File: src/rtl/alu_op_sequencer.sv
// rtl/alu_op_sequencer.sv - CCU ALU op sequencer: regfile operands -> ALU bus -> write-back + response.
// Optional sticky cc accumulator enabled by defining ALU_SEQ_STICKY_EN.
module alu_op_sequencer #(
  parameter int DATA_W = 8,
  parameter int NREGS  = 4,
  localparam int AW    = $clog2(NREGS)
) (
  input  logic              clk,
  input  logic              reset,
  input  logic              cmd_valid,
  output logic              cmd_ready,
  input  logic [3:0]        cmd_op,
  input  logic [AW-1:0]     cmd_sa,
  input  logic [AW-1:0]     cmd_sb,
  input  logic              cmd_use_imm,
  input  logic [DATA_W-1:0] cmd_imm,
  input  logic [AW-1:0]     cmd_dst,
  output logic [DATA_W-1:0] alu_a,
  output logic [DATA_W-1:0] alu_b,
  output logic [3:0]        alu_n,
  input  logic [DATA_W-1:0] alu_r,
  input  logic [3:0]        alu_cc,
  input  logic              alu_we,
  output logic              rsp_valid,
  output logic [DATA_W-1:0] rsp_data,
  output logic [3:0]        rsp_cc,
  output logic              rsp_err,
  output logic [3:0]        status_cc,
  input  logic [AW-1:0]     rd_addr,
`ifdef ALU_SEQ_STICKY_EN
  input  logic              sticky_clr,
  output logic [3:0]        status_sticky,
`endif
  output logic [DATA_W-1:0] rd_data
);

  localparam logic [1:0] IDLE    = 2'd0;
  localparam logic [1:0] DRIVE   = 2'd1;
  localparam logic [1:0] CAPTURE = 2'd2;

  logic [1:0]        state;
  logic [AW-1:0]     dst_q;
  logic              err_q;
  logic [DATA_W-1:0] regs [NREGS];
  logic              capture_ok;

  assign cmd_ready  = (state == IDLE);
  assign rd_data    = regs[rd_addr];
  assign capture_ok = (state == CAPTURE) && !err_q && alu_we;

  always_ff @(posedge clk) begin
    if (reset) begin
      state     <= IDLE;
      dst_q     <= '0;
      err_q     <= 1'b0;
      alu_a     <= '0;
      alu_b     <= '0;
      alu_n     <= '0;
      rsp_valid <= 1'b0;
      rsp_data  <= '0;
      rsp_cc    <= '0;
      rsp_err   <= 1'b0;
      status_cc <= '0;
      for (int i = 0; i < NREGS; i++) regs[i] <= '0;
    end else begin
      rsp_valid <= 1'b0;
      case (state)
        IDLE: begin
          // Operands are read before any write-back, so sa==sb==dst sees the old value.
          if (cmd_valid) begin
            alu_a <= regs[cmd_sa];
            alu_b <= cmd_use_imm ? cmd_imm : regs[cmd_sb];
            alu_n <= cmd_op;
            dst_q <= cmd_dst;
            err_q <= cmd_op[3];
            state <= DRIVE;
          end
        end
        DRIVE: state <= CAPTURE;
        CAPTURE: begin
          state     <= IDLE;
          rsp_valid <= 1'b1;
          if (capture_ok) begin
            regs[dst_q] <= alu_r;
            status_cc   <= alu_cc;
            rsp_data    <= alu_r;
            rsp_cc      <= alu_cc;
            rsp_err     <= 1'b0;
          end else begin
            rsp_data <= '0;
            rsp_cc   <= '0;
            rsp_err  <= 1'b1;
          end
        end
        default: state <= IDLE;
      endcase
    end
  end

`ifdef ALU_SEQ_STICKY_EN
  always_ff @(posedge clk) begin
    if (reset || sticky_clr) status_sticky <= '0;
    else if (capture_ok)     status_sticky <= status_sticky | alu_cc;
  end
`endif

endmodule

File: config.mk
export PLATFORM = sky130hd
export DESIGN_NAME = alu_op_sequencer
export DESIGN_NICKNAME = d
export VERILOG_FILES = /design/src/rtl/alu_op_sequencer.sv
export SDC_FILE = /design/constraint.sdc
export NUM_CORES = 1
export LEC_CHECK = 0
export CAP_MARGIN = 20
export CORE_MARGIN = 2
export CORE_UTILIZATION = 40
export DETAILED_ROUTE_END_ITERATION = 10
export MAX_ROUTING_LAYER = met4
export PLACE_DENSITY = 0.67
export SLEW_MARGIN = 20
export SYNTH_ARGS = -nofsm -noshare
export SYNTH_HDL_FRONTEND = slang
export SYNTH_SLANG_ARGS = --single-unit
File: constraint.sdc
create_clock -name clk -period 3.4 [get_ports clk]
set_input_delay 0.51 -clock clk [delete_from_list [all_inputs] [get_ports clk]]
set_output_delay 0.51 -clock clk [all_outputs]
set_load 0.02 [all_outputs]
-- After elaboration in Yosys (flattened, before gate mapping)
Memories as Yosys holds them, arrays and structs flattened. A register that Yosys moved wholly into a read port is not among the register bits.
Cells that the tools add are included.
- output and inout bits: 47
- logic and storage cells: 37
- memories: 1
- input bits: 37
- memory bits (writable): 32
- register bits after elaboration: 35
- memories (memory ; depth ; width ; read ports ; clocked after memory_dff ; write ports ; RTL line ; source):
    regs ; 4 ; 8 ; 3 ; 1 ; 4 ; 44 ; logic [DATA_W-1:0] regs [NREGS];
- multiplexer cells: 16
- reductions and logical operators: 7
- equality and inequality tests: 3
- operator list (cell ; number):
    8-bit 2-to-1 mux ; 3
    1-bit 2-to-1 mux ; 9
    8-bit OR reduction ; 1
    2-bit 2-to-1 mux ; 2
    4-bit 2-to-1 mux ; 1
    2-bit one-hot mux with 2 select lines ; 1
    2-bit AND reduction ; 2
    2-bit by 1-bit == test with 1-bit output (second input constant) ; 1
    2-bit == test (second input constant) ; 1
    1-bit logical AND ; 2
    2-bit logical NOT ; 1
    2-bit != test (second input constant) ; 1
    1-bit logical NOT ; 1

-- Logic depth before layout (Yosys ltp)
- depth after elaboration: 9
- mapped depth: 5
- gate-level depth less buffers: 3

-- Least setup slack after synthesis
OpenSTA, ideal clock, no wires.
- path kind: input to output
- start point: input port rd_addr[0]
- end point: output port rd_data[0]
- arrival: 1.338 ns
- buffers on the path: 1
- slack: 1.552 ns
- required time: 2.890 ns
- stages on the path: 2
- cell sequence: buf_2 -> mux4_2
- cells in the longest elaborated chain, start to end: 1
- ends and longest elaborated chain (item ; RTL line ; source):
    start: declaration ; 29 ; input logic [AW-1:0] rd_addr,
    memory 4 x 8 bit ; - ;
    end: declaration ; 34 ; output logic [DATA_W-1:0] rd_data
Every way passes these cells.

-- Final worst setup path
- start point: input port rd_addr[0]
- end point: output port rd_data[1]
Same word-level chain as after synthesis.

==> metrics.cfg <==
[timing]
tightestPinTransition_ns = 0.856
final.setup.tns_ns = 0
slew_viol_final = 0
final_min_period_over_clock_period_pct = 81.4
setup_slack_ns = 0.634
period_minus_slack_ns = 2.77
hold_viol_final = 0
setup_viol = 0
timing.fmax_ghz = 0.361
skew_ns = 0.00964
rsz0062_at_grt = no
relSlewSlack_pct = 42.7

[flow_run]
maxCapViolations = 0

[route]
wl_per_cell_microns = 16.7
routed.top_layer = met4
wl_met1_microns = 3530
dr_total_vias = 2336
met3WireLength_microns = 366
drc = 0
drtIter0Drc = 112
postRouteAntennaNets = 0
routed_wirelength_microns = 7480
vias_per_cell = 5.20
dr.pass1.iters = 5
wl_met2_microns = 3480

[final_layout]
fin_nets = 376
fin_area_sq_mm = 0.00443
fin_util_pct = 54.2
antenna_cells = 0
area_growth_pct = 31.8
drive_gt1_share_pct = 16.9
n_fill_cell = 731

[worst_hold_path]
hold_start = alu_a[1]$_SDFFE_PP0P_
hold_end = alu_a[1]$_SDFFE_PP0P_
holdPathStages = 2
hold_class = reg2reg

[worst_setup_path]
critPathKind = in2out
r2r_start = state[0]$_SDFFE_PP0P_
reg2reg_setup_slack_ns = 1.50
cp_max_fo = 8
cp_data_arrival_time_ns = 2.26
critPathLaunchType = input pin
required_ns = 2.89
crit_start = rd_addr[0]
endpoint_kind = output port
r2r_cells = 3
r2r_end = regs[2][2]$_SDFFCE_PN0P_

[cts]
root_buffer = clkbuf_8
cts_resized = 0
cts_num_sinks = 74
post_cts_buffers = 0
htreeDepth = 3
holdBufCountCts = 0
clkLatencyLatePin_ns = 0.34
cts_inserted_buffers = 9
cts_tree = done
clk_pin_slew_ns = 0.07
clock_tree.buffer_depth = 2

[global_route]
grt_pass1_wl_microns = 11900
antenna_found_initial = 0
grt_pass1_vias = 2326
grt-ovfl-total = 0
grt_usage_pct = 17.7
grt_start_max_net_pins = 31

[die]
fp.coreArea_sq_mm = 0.00818
rows = 33
die_area_sq_mm = 0.00915
die_y_microns = 95.6
initial_utilization_pct = 41.1
ios = 84
die_x_microns = 95.6

[pwr]
p_leak_nw = 1.57
total_power_mw = 1.93
internal-power_mw = 1.44
ir_drop_mv = 0.206
clkPwrFrac_pct = 33.7
switching_share_pct = 25.2
p_per_area_mw_per_mm2 = 436
combPwrFrac_pct = 14.9
p_sw_mw = 0.487
seqPwrFrac_pct = 51.5

[logic_synthesis]
synth_seq_cells = 74
synthTopCellsByCount = 42 x dfxtp_1, 32 x and2_1, 32 x edfxtp_1
synth.avg_cell_area_sq_um = 12.8
async_reset_ff_share_pct = 0
synth_area_leaders = edfxtp_1 29%, dfxtp_1 25%, mux4_2 11%
synth-edff-count = 32
yosysUniqueCellTypes = 29
synthCells = 263
seq_area_frac_synth_pct = 53.6
yosysWarnings = 0
syn_nets = 300
synth_top_area_share_pct = 28.6
synth_flop_cell = dfxtp_1
synth.cell_area_sq_mm = 0.00336
synth_most_common_cell = dfxtp_1
synth_largest_area_cell = edfxtp_1

[placement]
hpwlAfterDp_microns = 5590
port_buffers = 83
pre_cts_ws_ns = 0.616
placed_area_sq_mm = 0.00424
place.gp.congestion = 0.838

[status]
status = finished, final reports clean

layout by cell type (no fill, tap or decap), drive strengths merged, types with 12 or more instances in the layout:
master         count
a21oi             14
a22o              16
and2              32
clkbuf            12
clkdlybuf4s50     83
dfxtp             42
edfxtp            32
mux2              16
mux4              16
nand2             28
nor2              14
flip-flops by register name (all words and copies together) (netlist names):
name       count
state          2
alu_n          4
alu_b          8
alu_a          8
rsp_data       8
regs          32
status_cc      4
dst_q          2
rsp_err        1
rsp_valid      1
rsp_cc         4
through the flow:
step                      hold WS [ns]  cells
after floorplan                  0.463    263
after global placement           0.444    433
after detailed placement         0.447    433
after CTS                        0.457    449
after global routing             0.474    449
final                            0.455    449
worst max path at each step:
stage	to	slack (ns)	cells past startpoint
5_1_grt	rd_data[1]	0.56	4
4_1_cts	rd_data[1]	0.61	4
3_5_place_dp	rd_data[1]	0.62	4
2_1_floorplan	rd_data[0]	1.55	2
3_3_place_gp	rd_data[1]	0.63	4
6_report	rd_data[1]	0.63	4
cell families (layout without fill, tap and decap cells):
kind of cell / count (synthesis) / in the layout / synth area share, %
simple gates: 88 / 88 / 15.9
mux: 32 / 32 / 16.3
buf+inv: 21 / 102 / 3.28
compound gates: 48 / 48 / 10.9
flops: 74 / 74 / 53.6
critical path, cell delays in order:
cell and delay (ns):
clkdlybuf4s50_1 0.45, buf_4 0.20, mux4_2 0.54, clkdlybuf4s50_1 0.55
power groups by stage:
stage | Clock (mW) | Combinational (mW) | Sequential [mW]
finish | 0.650 | 0.287 | 0.994
detailed placement | 0 | 0.290 | 1.01
global placement | 0 | 0.285 | 1.01
CTS | 0.664 | 0.291 | 0.994
global route | 0.702 | 0.309 | 0.999
floorplan | 0 | 0.143 | 1.03
routing by layer:
metal	GRT usage, %	vias up
li1	-	1143
met1	24.0	1112
met2	26.2	71
met3	3.32	10
met4	7.14	0
met5	-	-
final cells by class:
class / instances / area, sq um / area share (%)
tap: 105 / 131 / 2.97
timing repair buffer: 86 / 853 / 19.3
sequential: 74 / 1800 / 40.7
clock buffer: 12 / 166 / 3.76
multi-input combinational: 168 / 1450 / 32.8
clock inverter: 4 / 23.8 / 0.537
(Power assumes the default switching activity.)
